===== config.mk =====
export PLATFORM = sky130hd
export DESIGN_NAME = lsu_ctrl
export DESIGN_NICKNAME = d
export VERILOG_FILES = /design/src/rtl/lsu_ctrl.sv
export SDC_FILE = /design/constraint.sdc
export NUM_CORES = 1
export LEC_CHECK = 0
export CAP_MARGIN = 10
export CORE_UTILIZATION = 51
export DETAILED_ROUTE_END_ITERATION = 6
export PLACE_DENSITY = 0.93
export SYNTH_ARGS = -nofsm -noshare
export SYNTH_HDL_FRONTEND = slang
export SYNTH_SLANG_ARGS = --single-unit

===== constraint.sdc =====
create_clock -name clk -period 11.05 [get_ports clk]
set_input_delay 2.7625 -clock clk [delete_from_list [all_inputs] [get_ports clk]]
set_output_delay 2.7625 -clock clk [all_outputs]
set_load 0.01 [all_outputs]

===== src/rtl/lsu_ctrl.sv =====
// Load/store initiator: sequences byte/half/word accesses to a word-addressed
// memory with sub-word extraction on loads and read-modify-write on sub-word stores.
module lsu_ctrl #(
  parameter int MEM_WORDS   = 32,
  parameter bit CHECK_RANGE = 1'b1
) (
  input  logic        clk,
  input  logic        rst,
  input  logic        req_valid,
  output logic        req_ready,
  input  logic        req_store,
  input  logic [1:0]  req_size,
  input  logic        req_signed,
  input  logic [31:0] req_addr,
  input  logic [31:0] req_wdata,
  output logic        resp_valid,
  output logic [31:0] resp_rdata,
  output logic        resp_err,
  output logic        mem_read_flag,
  output logic        mem_write_flag,
  output logic [31:0] mem_addr,
  output logic [31:0] mem_val,
  input  logic [31:0] mem_rdata
);

  localparam logic [31:0] MEM_BYTES = 32'(MEM_WORDS * 4);

  typedef enum logic [1:0] {
    IDLE = 2'd0,
    RD   = 2'd1,
    WR   = 2'd2,
    RESP = 2'd3
  } state_t;

  state_t      state_q;
  logic        store_q;
  logic        signed_q;
  logic [1:0]  size_q;
  logic [1:0]  lane_q;
  logic [15:0] wdata_q;
  logic        resp_valid_q;
  logic        resp_err_q;
  logic [31:0] resp_rdata_q;
  logic        rd_flag_q;
  logic        wr_flag_q;
  logic [31:0] mem_addr_q;
  logic [31:0] mem_val_q;

  logic        req_err_d;
  logic [7:0]  ld_byte_d;
  logic [15:0] ld_half_d;
  logic [31:0] load_data_d;
  logic [31:0] merge_data_d;

  always_comb begin
    req_err_d = 1'b0;
    case (req_size)
      2'b01:   req_err_d = req_addr[0];
      2'b10:   req_err_d = |req_addr[1:0];
      2'b11:   req_err_d = 1'b1;
      default: req_err_d = 1'b0;
    endcase
    if (CHECK_RANGE && (req_addr >= MEM_BYTES)) begin
      req_err_d = 1'b1;
    end
  end

  // Lane selection works on the live memory word; only the latched request is used.
  always_comb begin
    ld_byte_d = mem_rdata[{lane_q, 3'b000} +: 8];
    ld_half_d = lane_q[1] ? mem_rdata[31:16] : mem_rdata[15:0];
    case (size_q)
      2'b00:   load_data_d = {{24{signed_q & ld_byte_d[7]}}, ld_byte_d};
      2'b01:   load_data_d = {{16{signed_q & ld_half_d[15]}}, ld_half_d};
      default: load_data_d = mem_rdata;
    endcase
    merge_data_d = mem_rdata;
    if (size_q == 2'b00) begin
      merge_data_d[{lane_q, 3'b000} +: 8] = wdata_q[7:0];
    end else begin
      merge_data_d[{lane_q[1], 4'b0000} +: 16] = wdata_q;
    end
  end

  always_ff @(posedge clk or posedge rst) begin
    if (rst) begin
      state_q      <= IDLE;
      store_q      <= 1'b0;
      signed_q     <= 1'b0;
      size_q       <= 2'b00;
      lane_q       <= 2'b00;
      wdata_q      <= 16'h0;
      resp_valid_q <= 1'b0;
      resp_err_q   <= 1'b0;
      resp_rdata_q <= 32'h0;
      rd_flag_q    <= 1'b0;
      wr_flag_q    <= 1'b0;
      mem_addr_q   <= 32'h0;
      mem_val_q    <= 32'h0;
    end else begin
      case (state_q)
        IDLE: begin
          if (req_valid) begin
            store_q      <= req_store;
            signed_q     <= req_signed;
            size_q       <= req_size;
            lane_q       <= req_addr[1:0];
            wdata_q      <= req_wdata[15:0];
            resp_rdata_q <= 32'h0;
            if (req_err_d) begin
              state_q      <= RESP;
              resp_valid_q <= 1'b1;
              resp_err_q   <= 1'b1;
            end else begin
              mem_addr_q <= {req_addr[31:2], 2'b00};
              resp_err_q <= 1'b0;
              if (req_store && (req_size == 2'b10)) begin
                state_q   <= WR;
                wr_flag_q <= 1'b1;
                mem_val_q <= req_wdata;
              end else begin
                state_q   <= RD;
                rd_flag_q <= 1'b1;
              end
            end
          end
        end
        RD: begin
          rd_flag_q <= 1'b0;
          if (store_q) begin
            state_q   <= WR;
            wr_flag_q <= 1'b1;
            mem_val_q <= merge_data_d;
          end else begin
            state_q      <= RESP;
            resp_valid_q <= 1'b1;
            resp_rdata_q <= load_data_d;
          end
        end
        WR: begin
          wr_flag_q    <= 1'b0;
          state_q      <= RESP;
          resp_valid_q <= 1'b1;
        end
        RESP: begin
          resp_valid_q <= 1'b0;
          resp_err_q   <= 1'b0;
          resp_rdata_q <= 32'h0;
          state_q      <= IDLE;
        end
        default: state_q <= IDLE;
      endcase
    end
  end

  assign req_ready      = (state_q == IDLE);
  assign resp_valid     = resp_valid_q;
  assign resp_err       = resp_err_q;
  assign resp_rdata     = resp_rdata_q;
  assign mem_read_flag  = rd_flag_q;
  assign mem_write_flag = wr_flag_q;
  assign mem_addr       = mem_addr_q;
  assign mem_val        = mem_val_q;

endmodule


==> results summary <==
In this run the critical register-to-register path is launched from lane_q[1]$_DFFE_PP0P_. The number of buffers inserted during clock tree synthesis is 17. The cell area after synthesis came out at 0.00644 sq mm. The fraction of registers with async set or reset after synthesis is 100%.

The sort of element at the start of the critical path is an input port. The maximum resistive drop on vdd came out at 134 uV. The min-delay analysis places its worst path in the category flip-flop to flip-flop.

The wire length per cell after detailed routing came out at 21.4 microns. In the final timing run, aggregate negative setup slack is 0 ns. The final hold violation count was 0. Once routing completed, OpenROAD measured the worst setup slack at 6.09 ns.

The congestion estimate from routability-driven global placement came to 0.905. For the pin with the worst max-slew slack, the measured transition is 1.16 ns. The achievable frequency came out at 0.202 GHz. The count of boundary I/O pins came out at 204.

The iteration count of the initial detailed-routing pass is 5. Setup repair after global routing left no endpoint under its margin. The count of final max-slew check failures came out at 0. The number of filler instances in the final layout is 775. Clock-pin slew was measured on the worst setup and hold paths at 0.05 ns. The number of hold-repair buffers added at the cts stage is 0. The violation count after the first detailed-routing iteration is 429.

The fraction of final layout cells with drive strength greater than 1 is 16.8%. The layout-stage area growth over the synthesis result is 41.6%. After technology mapping, the gate count stands at 566.

The number of storage elements in the synthesis netlist is 122. The total number of yosys warnings came out at 0. The worst hold path terminates at resp_rdata[15]$_DFFE_PP0P_.

Data on the critical path is required at its endpoint by 11.35 ns. The pin count of the biggest net entering global routing is 85. The setup check on the worst reg-to-reg path leaves a slack of 7.85 ns. Counting distinct cell types in the post-synthesis netlist gives 53.

The quantity of I/O buffers inserted on ports came out at 201. The length in cells of the worst reg-to-reg path is 8. The static power due to leakage came out at 3.92 nW.

The final number of setup-violating endpoints came out at 0. The total vias in the final route came out at 5,692. The worst setup path is of the input port to flip-flop kind. dfrtp_1 is the most common cell in the netlist. The starting density of the core is 53.0%. The post-DP HPWL came out at 14,300 microns. Clock latency on the worst-skew pair, taken at its later pin, is 0.42 ns. The top cell type by total area after synthesis is dfrtp_1. Excluding fillers, the count of instances in the completed layout stands at 934. The number of antenna violations at the first check in global routing is 0. The critical path endpoint category is a flip-flop. For this design, the sink count on the clock tree is 122. The share of Yosys cell area claimed by the top area cell type came out at 47.4%. The relative max-transition margin came out at 22.4%.

The via count of the first global-routing pass is 5,762. Including well taps, the total number of placed cells is 902. The fraction of the yosys area taken by sequential cells is 47.4%. The setup slack at placement came out at 5.74 ns. The count of nets left with antenna violations after detail routing came out at 0.

The synthesized area per cell came out at 11.4 sq um. The sum of routed wire length over all layers came out at 20,000 microns. For the final database, setup skew stands at 0.00676 ns.

The ratio of total power to cell area came out at 275 mW/mm^2. The signal arrival time at the worst endpoint is 5.26 ns. The number of levels in the clock H-tree came out at 4.

The capturing point of the worst reg2reg path is mem_val[7]$_DFFE_PP0P_. The number of design rule violations left after detail routing came out at 0. The worst hold-check slack came out at 0.493 ns. The number of core rows is 40. The top flip-flop cell by instance count after synthesis is dfrtp_1.

The post-layout minimum cycle time came out at 4.96 ns. Measured along the y axis, the die boundary spans 114 microns. The die width is 114 microns.

The leftover overflow at the end of global routing came out at 0. The via-per-instance ratio came out at 6.09. The post-cts gate resize count is 0. The wire length of the first global-routing pass is 30,600 microns. The worst hold path begins at resp_rdata[15]$_DFFE_PP0P_. The number of synthesized flops with an enable pin is 0. Max-cap violations in this run came to 0.

The number of antenna cells inserted came out at 0. After synthesis, the cell types taking the most area are dfrtp_1, mux2_2, mux2_4, a221oi_1, nor2b_1. The layout net count came out at 865. The overall fraction of global-route tracks in use came out at 31.3%. The final critical-path share of the clock period came out at 44.9%.

The cell sitting at the root of the clock tree is a clkbuf_16. Ranked by instance count, the synthesized netlist is headed by dfrtp_1, mux2_2, nor2_1, o21ai_0, a221oi_1. The largest fanout of any net on the critical path came out at 31.

The total setup buffers inserted after CTS is 0. The run finished with clean final reports. The final core utilization is 75.0%. The full die area is 0.0131 sq mm.

In this run the standard cell core region covers 0.0122 sq mm. The maximum root-to-sink buffer count is 2. TritonCTS built the clock tree. The worst hold path stage count came out at 1.
[report_power, final]
| group | internal, mW | switching [mW] | total (mW) |
|---|---|---|---|
| clock network | 0.373 | 0.196 | 0.569 |
| registers | 0.603 | 0.159 | 0.762 |
| logic | 0.604 | 0.576 | 1.18 |
[flip-flops by register name (all words and copies together), names as in the netlist]
register        count
mem_val            32
resp_rdata         32
mem_addr           30
wdata_q            16
lane_q              2
size_q              2
state_q             2
mem_read_flag       1
mem_write_flag      1
resp_err            1
resp_valid          1
signed_q            1
store_q             1
[area by class of cell]
cell class	count	area, sq um	share of cell area (%)
multi-input cells	393	3150	34.5
well taps	168	210	2.30
clock buffers	26	529	5.80
inverters	13	51.3	0.562
clock inverters	6	82.6	0.905
repair buffers	206	2050	22.5
flip-flops and latches	122	3050	33.5
[how the worst max path moves through the flow]
| stage | start | to | slack, ns |
|---|---|---|---|
| CTS | req_valid | mem_addr[3]$_DFFE_PP0P_ | 6.15 |
| floorplan | rst | lane_q[0]$_DFFE_PP0P_ | 5.04 |
| finish | req_valid | mem_addr[3]$_DFFE_PP0P_ | 6.09 |
| detailed placement | req_valid | mem_addr[3]$_DFFE_PP0P_ | 5.74 |
| global placement | req_valid | mem_addr[2]$_DFFE_PP0P_ | 5.85 |
| global route | req_valid | mem_addr[2]$_DFFE_PP0P_ | 5.97 |
[logic make-up (layout without fill, tap and decap cells)]
| kind of cell | count (synthesis) | count (layout) | synth area share (%) |
|---|---|---|---|
| AO/OA/AOI/OAI | 153 | 153 | 17.9 |
| adder cells (fa/ha/maj) | 9 | 9 | 1.75 |
| buffers and inverters | 52 | 251 | 4.12 |
| flip-flops | 122 | 122 | 47.4 |
| multiplexers | 88 | 88 | 17.2 |
| other | 1 | 2 | 0.0582 |
| AND/OR/NAND/NOR | 141 | 141 | 11.6 |
[layout by cell type, fill, tap and decap left out, types with 2 or more instances in the layout]
cell             synthesis  routed
o221ai_1                 3       3
bufinv_16                0       2
o2bb2ai_1               17      17
nand2_1                 23      23
clkinv_1                 3       3
mux2_4                  30      30
o31ai_1                  9       9
nor2_1                  43      43
ha_1                     9       9
inv_1                    9       8
clkbuf_16                0      17
o21a_1                   7       7
nor2b_1                 31      31
nand2b_1                16      16
mux2_2                  51      51
clkdlybuf4s50_1          0     201
clkbuf_8                 0       7
nor4_1                   6       6
nand3_1                  3       3
nor3_1                   5       5
o21ai_0                 37      37
clkbuf_1                18       2
buf_4                    3       5
a22oi_1                  7       7
a21oi_1                  7       7
mux2i_1                  6       6
nand4_1                  2       2
a221oi_1                33      33
clkinv_2                 0       3
dfrtp_1                122     122
a22o_1                  21      21
nand3b_1                 3       3
conb_1                   1       2
[worst max-delay path, cell delays in order]
cell and delay, ns:
clkdlybuf4s50_1 0.63, nand2_1 0.73, nor4_4 0.38, buf_4 0.37, mux2_2 0.38
[per-stage QoR]
| stage | power [mW] | cell area (sq um) |
|---|---|---|
| finish | 2.51 | 9120 |
| detailed placement | 1.92 | 8510 |
| floorplan | 1.50 | 6450 |
| global placement | 1.87 | 8510 |
| CTS | 2.50 | 9120 |
| global route | 2.63 | 9120 |
[metal layers]
layer	GRT usage (%)	wire length, microns	vias to the layer above
met5	0	0	-
li1	-	-	2483
met3	8.68	1780	77
met1	37.4	7770	2782
met2	51.6	9510	350
met4	16.8	934	0
(Power assumes the default switching activity.)
